[config.mk]
export PLATFORM = sky130hd
export DESIGN_NAME = wb_uart_tx
export DESIGN_NICKNAME = d
export VERILOG_FILES = /design/src/rtl/wb_uart_tx_pkg.sv /design/src/rtl/wb_uart_tx_fifo.sv /design/src/rtl/wb_uart_tx.sv
export SDC_FILE = /design/constraint.sdc
export NUM_CORES = 1
export LEC_CHECK = 0
export CAP_MARGIN = 10
export CORE_ASPECT_RATIO = 0.8
export CORE_MARGIN = 2
export CORE_UTILIZATION = 45
export DETAILED_ROUTE_END_ITERATION = 10
export PLACE_DENSITY_LB_ADDON = 0.12
export SYNTH_ARGS = -nofsm -noshare
export SYNTH_HDL_FRONTEND = slang
export SYNTH_SLANG_ARGS = --single-unit
[constraint.sdc]
create_clock -name wb_clk_i -period 5 [get_ports wb_clk_i]
set_input_delay 0.5 -clock wb_clk_i [delete_from_list [all_inputs] [get_ports wb_clk_i]]
set_output_delay 0.5 -clock wb_clk_i [all_outputs]
set_load 0.02 [all_outputs]
[src/rtl/wb_uart_tx_pkg.sv]
// wb_uart_tx shared definitions:
// register map, STATUS layout, FSM states.
package wb_uart_tx_pkg;

  localparam logic [1:0] REG_DATA   = 2'd0;
  localparam logic [1:0] REG_STATUS = 2'd1;
  localparam logic [1:0] REG_DIV    = 2'd2;
  localparam logic [1:0] REG_RSVD   = 2'd3;

  localparam int ST_FULL   = 0;
  localparam int ST_EMPTY  = 1;
  localparam int ST_BUSY   = 2;
  localparam int ST_OVF    = 3;
  localparam int ST_LVL_LO = 8;
  localparam int ST_LVL_HI = 12;

  typedef enum logic [1:0] {
    S_IDLE,
    S_START,
    S_DATA,
    S_STOP
  } tx_state_e;

endpackage

[src/rtl/wb_uart_tx_fifo.sv]
// uart_tx_fifo: byte FIFO, power-of-two depth,
// pointers wrap naturally, explicit level counter.
module uart_tx_fifo #(
  parameter int DEPTH = 8
) (
  input  logic                     clk,
  input  logic                     rst_n,
  input  logic                     push,
  input  logic [7:0]               din,
  input  logic                     pop,
  output logic [7:0]               dout,
  output logic                     full,
  output logic                     empty,
  output logic [$clog2(DEPTH):0]   level
);

  localparam int AW = $clog2(DEPTH);
  localparam int LW = AW + 1;

  logic [7:0]    mem [DEPTH];
  logic [AW-1:0] wr_ptr;
  logic [AW-1:0] rd_ptr;

  assign dout  = mem[rd_ptr];
  assign full  = level == LW'(DEPTH);
  assign empty = level == '0;

  always_ff @(posedge clk) begin
    if (push) mem[wr_ptr] <= din;
  end

  always_ff @(posedge clk or negedge rst_n) begin
    if (!rst_n) begin
      wr_ptr <= '0;
      rd_ptr <= '0;
      level  <= '0;
    end else begin
      if (push) wr_ptr <= wr_ptr + 1'b1;
      if (pop)  rd_ptr <= rd_ptr + 1'b1;
      unique case (1'b1)
        push && !pop: level <= level + 1'b1;
        pop && !push: level <= level - 1'b1;
        default: ;
      endcase
    end
  end

endmodule

[src/rtl/wb_uart_tx.sv]
// wb_uart_tx: Wishbone B4 classic slave driving
// an 8N1 UART transmitter fed by a byte FIFO.
module wb_uart_tx
  import wb_uart_tx_pkg::*;
#(
  parameter int CLK_FREQ   = 24000000,
  parameter int BAUD       = 115200,
  parameter int FIFO_DEPTH = 8
) (
  input  logic        wb_clk_i,
  input  logic        wb_rst_n_i,
  input  logic [3:0]  wb_adr_i,
  input  logic [31:0] wb_dat_i,
  input  logic [3:0]  wb_sel_i,
  input  logic        wb_we_i,
  input  logic        wb_cyc_i,
  input  logic        wb_stb_i,
  output logic [31:0] wb_dat_o,
  output logic        wb_ack_o,
  output logic        uart_tx_o
);

  localparam int LW = $clog2(FIFO_DEPTH) + 1;
  localparam logic [15:0] DIV_RST = 16'(CLK_FREQ / BAUD);

  tx_state_e   state;
  logic [15:0] div;
  logic [15:0] div_lat;
  logic [15:0] cnt;
  logic [2:0]  idx;
  logic [7:0]  shreg;
  logic        ovf;

  logic          req;
  logic [1:0]    reg_sel;
  logic          wr_data;
  logic          wr_stat;
  logic          wr_div;
  logic          push;
  logic          pop;
  logic          ovf_set;
  logic          full;
  logic          empty;
  logic [7:0]    fifo_dout;
  logic [LW-1:0] level;
  logic [31:0]   rdata;
  logic          unused_bits;

  assign unused_bits = ^{wb_adr_i[1:0], wb_sel_i[3:2],
                         wb_dat_i[31:16]};

  // one ack per access; the ack cycle blocks a new request
  assign req     = wb_cyc_i & wb_stb_i & ~wb_ack_o;
  assign reg_sel = wb_adr_i[3:2];
  assign wr_data = req & wb_we_i & (reg_sel == REG_DATA)
                 & wb_sel_i[0];
  assign wr_stat = req & wb_we_i & (reg_sel == REG_STATUS);
  assign wr_div  = req & wb_we_i & (reg_sel == REG_DIV)
                 & (&wb_sel_i[1:0]);

  assign pop = ~empty & ((state == S_IDLE) |
               ((state == S_STOP) & (cnt == '0)));
  assign push    = wr_data & (~full | pop);
  assign ovf_set = wr_data & full & ~pop;

  uart_tx_fifo #(
    .DEPTH(FIFO_DEPTH)
  ) u_fifo (
    .clk  (wb_clk_i),
    .rst_n(wb_rst_n_i),
    .push (push),
    .din  (wb_dat_i[7:0]),
    .pop  (pop),
    .dout (fifo_dout),
    .full (full),
    .empty(empty),
    .level(level)
  );

  always_comb begin
    rdata = '0;
    unique case (1'b1)
      reg_sel == REG_STATUS: begin
        rdata[ST_FULL]  = full;
        rdata[ST_EMPTY] = empty;
        rdata[ST_BUSY]  = state != S_IDLE;
        rdata[ST_OVF]   = ovf;
        rdata[ST_LVL_HI:ST_LVL_LO] = 5'(level);
      end
      reg_sel == REG_DIV: rdata[15:0] = div;
      default: ;
    endcase
  end

  always_ff @(posedge wb_clk_i or negedge wb_rst_n_i) begin
    if (!wb_rst_n_i) begin
      wb_ack_o <= 1'b0;
      wb_dat_o <= '0;
      div      <= DIV_RST;
      ovf      <= 1'b0;
    end else begin
      wb_ack_o <= req;
      wb_dat_o <= req ? rdata : '0;
      if (wr_div)
        div <= (wb_dat_i[15:0] == '0) ? 16'd1
                                      : wb_dat_i[15:0];
      // a failed push wins over a same-edge clear
      if (ovf_set)
        ovf <= 1'b1;
      else if (wr_stat && wb_dat_i[ST_OVF])
        ovf <= 1'b0;
    end
  end

  always_ff @(posedge wb_clk_i or negedge wb_rst_n_i) begin
    if (!wb_rst_n_i) begin
      state     <= S_IDLE;
      uart_tx_o <= 1'b1;
      cnt       <= '0;
      idx       <= '0;
      shreg     <= '0;
      div_lat   <= '0;
    end else begin
      unique case (state)
        S_IDLE: begin
          uart_tx_o <= 1'b1;
          if (pop) begin
            state     <= S_START;
            uart_tx_o <= 1'b0;
            shreg     <= fifo_dout;
            div_lat   <= div;
            cnt       <= div - 16'd1;
            idx       <= '0;
          end
        end
        S_START: begin
          if (cnt == '0) begin
            state     <= S_DATA;
            uart_tx_o <= shreg[0];
            shreg     <= shreg >> 1;
            idx       <= '0;
            cnt       <= div_lat - 16'd1;
          end else begin
            cnt <= cnt - 16'd1;
          end
        end
        S_DATA: begin
          if (cnt == '0) begin
            cnt <= div_lat - 16'd1;
            if (idx == 3'd7) begin
              state     <= S_STOP;
              uart_tx_o <= 1'b1;
            end else begin
              idx       <= idx + 3'd1;
              uart_tx_o <= shreg[0];
              shreg     <= shreg >> 1;
            end
          end else begin
            cnt <= cnt - 16'd1;
          end
        end
        S_STOP: begin
          if (cnt == '0) begin
            // back-to-back frames: no idle cycle
            if (pop) begin
              state     <= S_START;
              uart_tx_o <= 1'b0;
              shreg     <= fifo_dout;
              div_lat   <= div;
              cnt       <= div - 16'd1;
              idx       <= '0;
            end else begin
              state <= S_IDLE;
            end
          end else begin
            cnt <= cnt - 16'd1;
          end
        end
        default: state <= S_IDLE;
      endcase
    end
  end

endmodule

# Yosys cells after proc, flatten, opt, wreduce, memory -nomap -nowiden

Memory sizes are Yosys's and may differ from the RTL's.
Cells that the tools add are included.

Register bits after elaboration: 90
Bits in writable memories: 64
Input bits: 45
Output and inout bits: 34
Word-level logic and storage cells: 119
Memories kept: 1

Add/sub/neg operators: 8
Equal/unequal tests: 14
Muxes and demuxes: 44
Bitwise operators: 19
Reduce and logical (&&, ||, !) cells: 20

Memories:

| memory     | words | bits a word | rd ports | clocked after Yosys merged registers in | write ports | RTL line              | source |
|---|---|---|---|---|---|---|---|
| u_fifo.mem | 8     | 8           | 1        | 0                                       | 1           | wb_uart_tx_fifo.sv:20 | `logic [7:0] mem [DEPTH];` |

Operators with widths:

| kind                    | count |
|---|---|
| $mux W16                | 7 |
| $pmux W16 S3            | 1 |
| $sub A16 B1 Y16 const B | 3 |
| $mux W8                 | 5 |
| $logic_not A16 Y1       | 2 |
| $pmux W16 S2            | 1 |
| $pmux W8 S4             | 1 |
| $mux W3                 | 6 |
| $pmux W4 S2             | 2 |
| $and A1 B1 Y1           | 13 |
| $ne A2 B2 Y1 const B    | 6 |
| $pmux W3 S4             | 1 |
| $mux W1                 | 11 |
| $mux W2                 | 5 |
| $pmux W5 S2             | 1 |
| $add A3 B1 Y3 const B   | 3 |
| $pmux W2 S4             | 1 |
| $reduce_and A4 Y1       | 2 |
| $reduce_bool A2 Y1      | 4 |
| $eq A2 B2 Y1 const B    | 3 |
| $reduce_and A5 Y1       | 1 |
| $add A4 B1 Y4 const B   | 1 |
| $eq A2 B1 Y1 const B    | 2 |
| $eq A4 B4 Y1 const B    | 1 |
| 13 further kinds        | 22 |

# Depth between registers and ports, before layout

Word-level depth: 9
Mapped depth: 12
Gate-level depth less buffers: 11

# Modules after synthesis

A second synthesis with hierarchy kept.

Cell total of the unflattened synthesis: 640
Area total of the unflattened synthesis: 7838.8 sq um

Modules (own cells, without submodules):

| module       | instances | cells an instance | area each (sq um) | seq. area each (sq um) |
|---|---|---|---|---|
| wb_uart_tx   | 1         | 487               | 4747.1            | 2006.9 |
| uart_tx_fifo | 1         | 153               | 3091.7            | 2172.1 |

# Worst setup path before layout

OpenSTA, ideal clock, no wires.

Kind: flip-flop to flip-flop
Start point: register u_fifo.level[1]
End point: register u_fifo.level[2]
Library setup time: 0.079 ns
Arrival: 2.689 ns
Data required time: 4.921 ns
Slack: 2.232 ns
Cell stages (with the launch flop): 12
Path buffers: 2
Period minus slack after synthesis: 2.768 ns
Cells stage by stage: dfrtp_1 clkbuf_1 or4_4 nand2_1 o21a_1 buf_6 nor2_1 xor2_1 ha_1 or4_1 o22ai_1 xor2_1

Cells in the longest elaborated chain, start to end: 8
Elaborated cells on any way between the ends: 15
Classes of those cells: 2 x add/sub; 1 x eq/ne; 1 x mux; 5 x bitwise; 6 x reduce/logical

Ends and longest elaborated chain:

| what                                              | RTL line              | source |
|---|---|---|
| from (decl)                                       | wb_uart_tx_fifo.sv:14 | `output logic [$clog2(DEPTH):0] level` |
| from (signal assigned)                            | wb_uart_tx_fifo.sv:41 | `push && !pop: level <= level + 1'b1;` |
| from (signal assigned)                            | wb_uart_tx_fifo.sv:42 | `pop && !push: level <= level - 1'b1;` |
| $logic_not A4 Y1                                  | wb_uart_tx_fifo.sv:26 | `assign empty = level == '0;` |
| $not A1 Y1                                        | wb_uart_tx.sv:61      | `assign pop = ~empty & ((state == S_IDLE) \|` |
| $and A1 B1 Y1                                     | wb_uart_tx.sv:61      |  |
| $or A1 B1 Y1                                      | wb_uart_tx.sv:63      | `assign push = wr_data & (~full \| pop);` |
| $and A1 B1 Y1                                     | wb_uart_tx.sv:63      |  |
| $logic_not A1 Y1                                  | wb_uart_tx_fifo.sv:42 |  |
| $logic_and A1 B1 Y1                               | wb_uart_tx_fifo.sv:42 |  |
| $pmux W4 S2 or $reduce_bool A2 Y1 (tied branches) | n/a                   |  |

Several ways; a longest one is shown, not always the timed one.
A chain may end at the register's enable or synchronous reset.

# Worst setup path in the final report

Start point: register cnt[13]
End point: register u_fifo.level[2]

Cells in the longest elaborated chain, start to end: 9
Elaborated cells on any way between the ends: 12
Classes of those cells: 1 x mux; 5 x bitwise; 6 x reduce/logical

Ends and longest elaborated chain:

| what                                              | RTL line              | source |
|---|---|---|
| from (decl)                                       | wb_uart_tx.sv:29      | `logic [15:0] cnt;` |
| from (signal assigned)                            | wb_uart_tx.sv:132     | `cnt <= div - 16'd1;` |
| from (signal assigned)                            | wb_uart_tx.sv:142     | `cnt <= div_lat - 16'd1;` |
| from (signal assigned)                            | wb_uart_tx.sv:144     | `cnt <= cnt - 16'd1;` |
| $logic_not A16 Y1 *                               | wb_uart_tx.sv:62      | `((state == S_STOP) & (cnt == '0)));` |
| $and A1 B1 Y1 *                                   | wb_uart_tx.sv:62      |  |
| $or A1 B1 Y1 *                                    | wb_uart_tx.sv:61      |  |
| $and A1 B1 Y1 *                                   | wb_uart_tx.sv:61      |  |
| $or A1 B1 Y1                                      | wb_uart_tx.sv:63      |  |
| $and A1 B1 Y1                                     | wb_uart_tx.sv:63      |  |
| $logic_not A1 Y1                                  | wb_uart_tx_fifo.sv:42 |  |
| $logic_and A1 B1 Y1                               | wb_uart_tx_fifo.sv:42 |  |
| $pmux W4 S2 or $reduce_bool A2 Y1 (tied branches) | n/a                   |  |

Every way passes the cells marked *; elsewhere a longest branch is shown, timed or not.

==> impl_metrics.toml <==
[critical_path]
reg2reg_slack_ps = 1560
crit_top_cell = "xor2_1"
crit_arrival_ps = 3800
worstSetupStartpointType = "flip-flop"
path_cells = "nor4_1, nand4_2, o21a_1, nor2_1, xor2_1, ha_1, or4_1, o22ai_1, xor2_1"
cp_data_required_time_ps = 5360
critPathKind = "reg -> reg"
slowest_delay_ps = 570
crit_family = "simple AND/OR/NAND/NOR gates"
cp-end-kind = "flip-flop"
cp_max_fo = 12
crit_slowest_cell = "nor4_1"
cp_num_buf_inv = 0

[finish]
nFillCells = 1446
nets = 719
fin_area_um2 = 8860
fin_util = 0.530
area_growth_pct = 14.5
diodes = 0
drive_gt1_frac = 0.137

[global_routing]
grt_antenna_before_repair = 0
grt_max_degree = 71
grt_pass1_vias = 4991
grtUsageTotal = 0.219
grt_pass1_wl_um = 29300
grt_overflow = 0

[synthesis]
syn-cell-area_um2 = 7740
yosysSeqAreaShare = 0.540
synth_most_common_cell = "dfrtp_1"
netlist_top_cells_area = "dfrtp_1 (28%), edfxtp_1 (25%), mux4_2 (4.7%)"
ys_warn_count = 0
ys_ff_latch = 154
synthDistinctLibCells = 68
synth_edf_count = 64
synth_cells = 617
yosysTopAreaCell = "dfrtp_1"
yosysTopAreaCellShare = 0.278
async_flop_share = 0.584
ys_top_cells_by_count = "dfrtp_1 (86), edfxtp_1 (64), nand2_1 (41), nor2_1 (41), xnor2_1 (25)"
avgSynthCellArea_um2 = 12.5
synth_ff_type = "dfrtp_1"

[timing]
finalCriticalPeriod_ps = 3440
hold_viol_final = 0
max_slew.worst_pin.slew_ps = 1190
max_freq_mhz = 290
slew_viol_final = 0
skew_ps = 11.3
period_share = 0.689
rsz0062_at_grt = "false"
max_slew_margin = 0.197
tns_ps = 0
worst_slack_ps = 1560
setup_violations = 0

[power_and_ir_drop]
irDropWorstVdd_mv = 0.320
finalPower_w = 0.00504
p_switching_w = 0.00197
netSwitchingFraction = 0.392
cellPowerDensity_nw_per_um2 = 568
power.share.clock = 0.248
p_seq_frac = 0.363
p_leak_nw = 3.53
intPower_w = 0.00306
p_comb_frac = 0.389

[clocking]
cts-root-buf = "clkbuf_16"
path_clk_slew_ps = 70
post_cts_buffers = 0
cts_max_level = 4
cts_buffers = 17
cts_max_path_buffers = 2
cts_sinks = 154
clkLatencyLatePin_ps = 430
tritoncts = "built"
cts.repair.resized = 0
cts_hold_buf = 1

[place]
post_dp_cell_area_um2 = 8280
io_buffer_count = 42
pre_cts_ws_ps = 1590
place_congestion = 0.861
dp.final_hpwl_um = 13000

[drt]
drt_iter0_markers = 516
drtAntennaViolNets = 0
post-route-drc-count = 0
avgViaCountPerCell = 5.80
firstDrtPassIters = 5
dr_total_vias = 5166
wl_um = 18700
wl_per_cell_um = 21.0

[floorplan]
design.die.area_um2 = 18300
design.portCount = 79
fp.dieH_um = 121
core_um2 = 16700
fp-row-count = 42
start_util = 0.463
die_w_um = 151

[min_path]
hold_class = "in -> async"

[outcome]
outcome = "finished, final reports clean"

[job]
max-cap-violations = 0
cell families (layout without fill, tap and decap cells):
| group | Yosys count | count (layout) | synth area share |
|---|---|---|---|
| AOI/OAI and AO/OA | 81 | 81 | 0.0798 |
| xor gates and xnor gates | 43 | 43 | 0.0486 |
| adders and majority gates | 17 | 17 | 0.0275 |
| buffers and inverters | 61 | 99 | 0.0425 |
| DFF | 154 | 154 | 0.540 |
| muxes | 81 | 81 | 0.138 |
| other | 1 | 16 | 0.000484 |
| and+or+nand+nor | 179 | 179 | 0.123 |
sequential cells by signal (all words and copies together), names as in the netlist:
register,flops
wb_dat_o,16
shreg,8
state,2
cnt,16
wb_ack_o,1
u_fifo.wr_ptr,3
u_fifo.level,4
div,16
div_lat,16
u_fifo.mem,64
idx,3
ovf,1
uart_tx_o,1
u_fifo.rd_ptr,3
area by class of cell:
type,instances,area [um2],area share
inverter,17,63.8,0.00720
multi-input combinational,417,3290,0.371
sequential,154,4180,0.472
clock buffer,17,425,0.0480
clock inverter,15,148,0.0167
tap,220,275,0.0311
timing repair buffer,50,480,0.0542
cell usage in the layout, fill, tap and decap left out, drive strengths merged, types with 17 or more instances in the layout:
cell type      instances
nor3                  17
inv                   28
dfrtp                 86
ha                    17
edfxtp                64
mux2                  41
xor2                  18
xnor2                 25
nor2                  41
clkbuf                17
clkdlybuf4s50         41
nand2                 43
mux2i                 24
stage by stage:
stage / std cells / hold slack [ps]
6_report: 890 / 482
5_1_grt: 890 / 511
4_1_cts: 890 / 480
3_5_place_dp: 857 / 404
3_3_place_gp: 857 / 399
2_1_floorplan: 632 / 204
power groups by stage:
stage / sequential [W] / clock [W] / combinational [W]
CTS: 0.00182 / 0.00127 / 0.00195
finish: 0.00183 / 0.00125 / 0.00196
global placement: 0.00184 / 0 / 0.00189
floorplan: 0.00171 / 0 / 0.00158
detailed placement: 0.00185 / 0 / 0.00194
global route: 0.00187 / 0.00132 / 0.00216
routing by layer:
metal | up-vias | wire length (um) | track usage
met3 | 16 | 1350 | 0.0500
met1 | 2601 | 9000 | 0.337
li1 | 2359 | - | -
met2 | 190 | 8160 | 0.316
met5 | - | 0 | 0
met4 | 0 | 172 | 0.0520
worst paths after layout:
check                            from              end  cells after the start
max                           cnt[13]  u_fifo.level[2]                      9
min                        wb_rst_n_i         state[0]                      2
max reg2reg                   cnt[13]  u_fifo.level[2]                      9
min reg2reg                  shreg[2]         shreg[2]                      1
max in group asynchronous  wb_rst_n_i       div_lat[4]                      3
min in group wb_clk_i        shreg[2]         shreg[2]                      1
(Power assumes the default switching activity.)
